**src/rtl/reg_dump_reader_pkg.sv**
```systemverilog
// Shared definitions for the register-dump reader.
//   state_t      : FSM state encoding (2 bits)
//   DEF_ADDR_W   : default register address width, shared with the register file
//   DEF_DATA_W   : default register data width, shared with the register file
package reg_dump_reader_pkg;

   localparam int DEF_ADDR_W = 5;
   localparam int DEF_DATA_W = 32;

   typedef enum logic [1:0] {
      ST_IDLE = 2'd0,
      ST_READ = 2'd1,
      ST_SEND = 2'd2,
      ST_FIN  = 2'd3
   } state_t;

endpackage

```
**src/rtl/reg_dump_reader.sv**
```systemverilog
// Walks the register-file debug read port from FIRST_REG to NUM_REGS-1 and
// emits each value as one valid/ready beat tagged with its address. A running
// XOR of the beats is published on checksum when a dump completes.
// Ports:
//   clk, rstn           : clock, async active-low reset
//   start, abort        : dump request (IDLE only) / cancel
//   debug_reg_ra/_rd    : register-file debug read address / combinational data
//   out_valid/ready     : stream handshake
//   out_data/addr/last  : beat payload, address, last-beat flag
//   busy, done          : not-IDLE / one-cycle completion pulse
//   checksum            : XOR of all beats of the last completed dump
module reg_dump_reader
   import reg_dump_reader_pkg::*;
#(
   parameter int NUM_REGS  = 32,
   parameter int ADDR_W    = DEF_ADDR_W,
   parameter int DATA_W    = DEF_DATA_W,
   parameter int FIRST_REG = 0
) (
   input  logic              clk,
   input  logic              rstn,
   input  logic              start,
   input  logic              abort,
   output logic [ADDR_W-1:0] debug_reg_ra,
   input  logic [DATA_W-1:0] debug_reg_rd,
   output logic              out_valid,
   input  logic              out_ready,
   output logic [DATA_W-1:0] out_data,
   output logic [ADDR_W-1:0] out_addr,
   output logic              out_last,
   output logic              busy,
   output logic              done,
   output logic [DATA_W-1:0] checksum
);

   localparam logic [ADDR_W-1:0] FIRST_A = ADDR_W'(FIRST_REG);
   localparam logic [ADDR_W-1:0] LAST_A  = ADDR_W'(NUM_REGS - 1);

   state_t            state, state_nxt;
   logic [ADDR_W-1:0] addr;
   logic [DATA_W-1:0] acc;
   logic              hs;

   assign hs = out_valid & out_ready;

   always_ff @(posedge clk or negedge rstn) begin
      if (!rstn) state <= ST_IDLE;
      else       state <= state_nxt;
   end

   // abort dominates everywhere except FIN, which always completes
   always_comb begin
      state_nxt    = state;
      debug_reg_ra = addr;
      out_valid    = 1'b0;
      busy         = 1'b1;
      done         = 1'b0;
      case (state)
         ST_IDLE: begin
            debug_reg_ra = FIRST_A;
            busy         = 1'b0;
            if (start && !abort) state_nxt = ST_READ;
         end
         ST_READ: begin
            state_nxt = abort ? ST_IDLE : ST_SEND;
         end
         ST_SEND: begin
            out_valid = 1'b1;
            if (abort)         state_nxt = ST_IDLE;
            else if (out_ready) state_nxt = out_last ? ST_FIN : ST_READ;
         end
         ST_FIN: begin
            done      = 1'b1;
            state_nxt = ST_IDLE;
         end
         default: state_nxt = ST_IDLE;
      endcase
   end

   always_ff @(posedge clk or negedge rstn) begin
      if (!rstn) begin
         addr     <= FIRST_A;
         acc      <= '0;
         out_data <= '0;
         out_addr <= '0;
         out_last <= 1'b0;
         checksum <= '0;
      end else begin
         case (state)
            ST_IDLE: begin
               if (start && !abort) begin
                  addr <= FIRST_A;
                  acc  <= '0;
               end
            end
            ST_READ: begin
               if (!abort) begin
                  out_data <= debug_reg_rd;
                  out_addr <= addr;
                  out_last <= (addr == LAST_A);
               end
            end
            ST_SEND: begin
               // increment only below the last address, so addr never wraps
               if (hs && !abort) begin
                  acc <= acc ^ out_data;
                  if (!out_last) addr <= addr + 1'b1;
               end
            end
            ST_FIN: checksum <= acc;
            default: ;
         endcase
      end
   end

endmodule

```
**config.mk**
```make
export PLATFORM = sky130hd
export DESIGN_NAME = reg_dump_reader
export DESIGN_NICKNAME = d
export VERILOG_FILES = /design/src/rtl/reg_dump_reader_pkg.sv /design/src/rtl/reg_dump_reader.sv
export SDC_FILE = /design/constraint.sdc
export NUM_CORES = 1
export LEC_CHECK = 0
export ABC_CLOCK_PERIOD_IN_PS = 1900
export CORE_UTILIZATION = 45
export DETAILED_ROUTE_END_ITERATION = 12
export GPL_ROUTABILITY_DRIVEN = 0
export PLACE_DENSITY = 0.8
export SLEW_MARGIN = 5
export SYNTH_ARGS = -nofsm -noshare
export SYNTH_HDL_FRONTEND = slang
export SYNTH_SLANG_ARGS = --single-unit
```
**constraint.sdc**
```tcl
create_clock -name clk -period 1.9 [get_ports clk]
set_clock_uncertainty 0.05 [all_clocks]
set_input_delay 0.475 -clock clk [delete_from_list [all_inputs] [get_ports clk]]
set_output_delay 0.475 -clock clk [all_outputs]
set_load 0.05 [all_outputs]
```
==> flow_metrics.tcl <==
set metrics [dict create \
    outcome "complete, no violations" \
    placed_area_sq_um 5830 \
    yosys_most_used_dff "dfrtp_1" \
    cp_max_fo 6 \
    finalHoldViolations 0 \
    syn_inst 368 \
    layout.cells.non_filler 633 \
    synth.avg_cell_area_sq_um 12.3 \
    grt_max_degree 65 \
    grt_pass1_wl_microns 15300 \
    pwr_density_cell_nw_per_um2 1080 \
    worstPathArrival_ns 1.32 \
    drcViolationCount 0 \
    cts_buffers 9 \
    clk_latency_ns 0.35 \
    finalWirelength_microns 9350 \
    drive_gt1_frac 0.374 \
    peakVddDrop_uv 756 \
    fmax_mhz 541 \
    slew_headroom 0.805 \
    r2r-start "state[1]" \
    period_needed_ns 1.85 \
    hold-worst-slack_ns 0.449 \
    htreeDepth 3 \
    critPathLaunch "state[1]" \
    grtUsageTotal 0.190 \
    worstHoldStart "out_addr[4]" \
    syn-cell-area_sq_um 4530 \
    wl_per_cell_microns 14.8 \
    path_clk_slew_ns 0.10 \
    p_leak_nw 2.97 \
    yosysTopAreaCell "dfrtp_1" \
    tns_ns 0 \
    synth.cells.most_frequent "dfrtp_1 (109), mux2_2 (60), inv_1 (39)" \
    synth-edff-count 0 \
    start_kind "flop" \
    rows 36 \
    ant_nets 0 \
    async_reset_ff_frac 1.00 \
    register_area_sq_um 2730 \
    overflow 0 \
    yosysMostFrequentCell "dfrtp_1" \
    cp_data_required_time_ns 1.37 \
    end_kind "primary output" \
    first_pass_iters 5 \
    io_buffers 114 \
    dieArea_sq_um 10500 \
    ys_seq_area_frac 0.602 \
    via_per_inst 5.08 \
    drt_iter0_drc 66 \
    ys_seq_elements 109 \
    grt_pass1_vias 3259 \
    antenna_found_initial 0 \
    io-pin-count 115 \
    clockBufferDepth 2 \
    yosysWarnings 0 \
    clock-root-buffer "clkbuf_8" \
    synth_nets 407 \
    dp_hpwl_microns 6760 \
    start_util 0.464 \
    path_class "reg -> out" \
    stdcell_area_sq_um 6110 \
    finalCritPeriodShare 0.973 \
    min_path_type "reg -> reg" \
    die_height_microns 102 \
    drv_cap 0 \
    final_nets 535 \
    cts_tree "built" \
    num_antenna_cells 0 \
    dpl.cell_count 613 \
    cts.sinks 109 \
    setup_viol 0 \
    fill_cells 793 \
    syn_to_final_growth_pct 34.8 \
    vias 3214 \
    yosysUniqueCellTypes 29 \
    die_x_microns 102 \
    synthDominantCellAreaShare 0.602 \
    rsz0062_at_grt "true" \
    slew_viol_final 0 \
    worstMarginPinSlew_ns 0.292 \
    synth_area_leaders "dfrtp_1 (60%), mux2_2 (15%), or3_1 (4.4%)" \
    multi_input_area_sq_um 1590 \
    core_area_sq_um 9770 \
]
## path summary, 6_finish.rpt
kind | endpoint | slack, ns | depth (start not counted)
hold reg to reg | out_addr[4] | 0.45 | 1
setup / recovery | debug_reg_ra[2] | 0.05 | 4
max in group asynchronous | out_data[21] | 0.79 | 3
hold / removal | out_addr[4] | 0.45 | 1
setup reg to reg | acc[13] | 0.21 | 6
min in group asynchronous | checksum[6] | 0.48 | 2
## through the flow
step | worst slack, ns | util | power [mW]
2_1_floorplan | 0.0538 | - | 4.39
3_3_place_gp | -0.0763 | 0.597 | 5.14
3_5_place_dp | -0.157 | 0.597 | 5.20
4_1_cts | -0.0168 | 0.623 | 6.71
5_1_grt | -0.0113 | 0.625 | 6.96
6_report | 0.0505 | 0.625 | 6.63
## area by class of cell
cell class	instances	area share
clock buffers	11	0.0231
clock inverters	4	0.0119
inverters	39	0.0240
multi-input cells	201	0.260
flip-flops and latches	109	0.447
well taps	133	0.0272
repair buffers	136	0.207
## cells by family (layout without fill, tap and decap cells)
logic type	count (synthesis)	count (layout)	synth area share
DFF	109	109	0.602
adders and majority gates	2	2	0.00552
AOI/OAI and AO/OA	72	72	0.0831
muxes	72	72	0.178
buffers and inverters	58	190	0.0566
and+or+nand+nor	55	55	0.0748
## placed cells by master, fill, tap and decap left out, drive strengths merged, types with 2 or more instances in the layout
master,instances
nand2b,3
buf,100
a21oi,33
ha,2
nand2,3
nor2,5
a31oi,2
clkdlybuf4s50,35
nand3,2
o21ai,34
or3,32
dfrtp,109
nor2b,3
mux2i,2
mux2,70
inv,39
clkbuf,11
bufinv,2
## worst max-delay path, cell delays in order (launching register included)
cell and delay, ns:
dfrtp_2 0.43, nor2_1 0.06, buf_4 0.17, nor2b_2 0.16, buf_12 0.15
## layer usage
metal | wire length, microns | GRT usage | vias up
li1 | - | - | 1513
met1 | 3900 | 0.231 | 1610
met2 | 4860 | 0.334 | 82
met3 | 501 | 0.0540 | 9
met4 | 85 | 0.0462 | 0
met5 | 0 | 0 | -
## state kept, by name, indices dropped and copies added, names as in the netlist
name and count:
out_data 32, out_addr 5, state 2, checksum 32, acc 32, addr 5, out_last 1
## repair_timing
action / 4_1_cts / 5_1_grt
resized for setup: 4 / 5
hold buffers: 1 / 0
gates cloned: 0 / 0
buffers inserted: 3 / 1
setup endpoints to repair: 8 / 6
hold endpoints to repair: 15 / 0
pin swaps: 0 / 1
## power by group
group | leakage (nW) | switching (mW) | internal, mW
clock | 0.105 | 0.715 | 0.771
sequential | 1.44 | 0.247 | 2.66
combinational | 1.42 | 1.47 | 0.762
No activity file was read; power rests on OpenSTA's default activity.
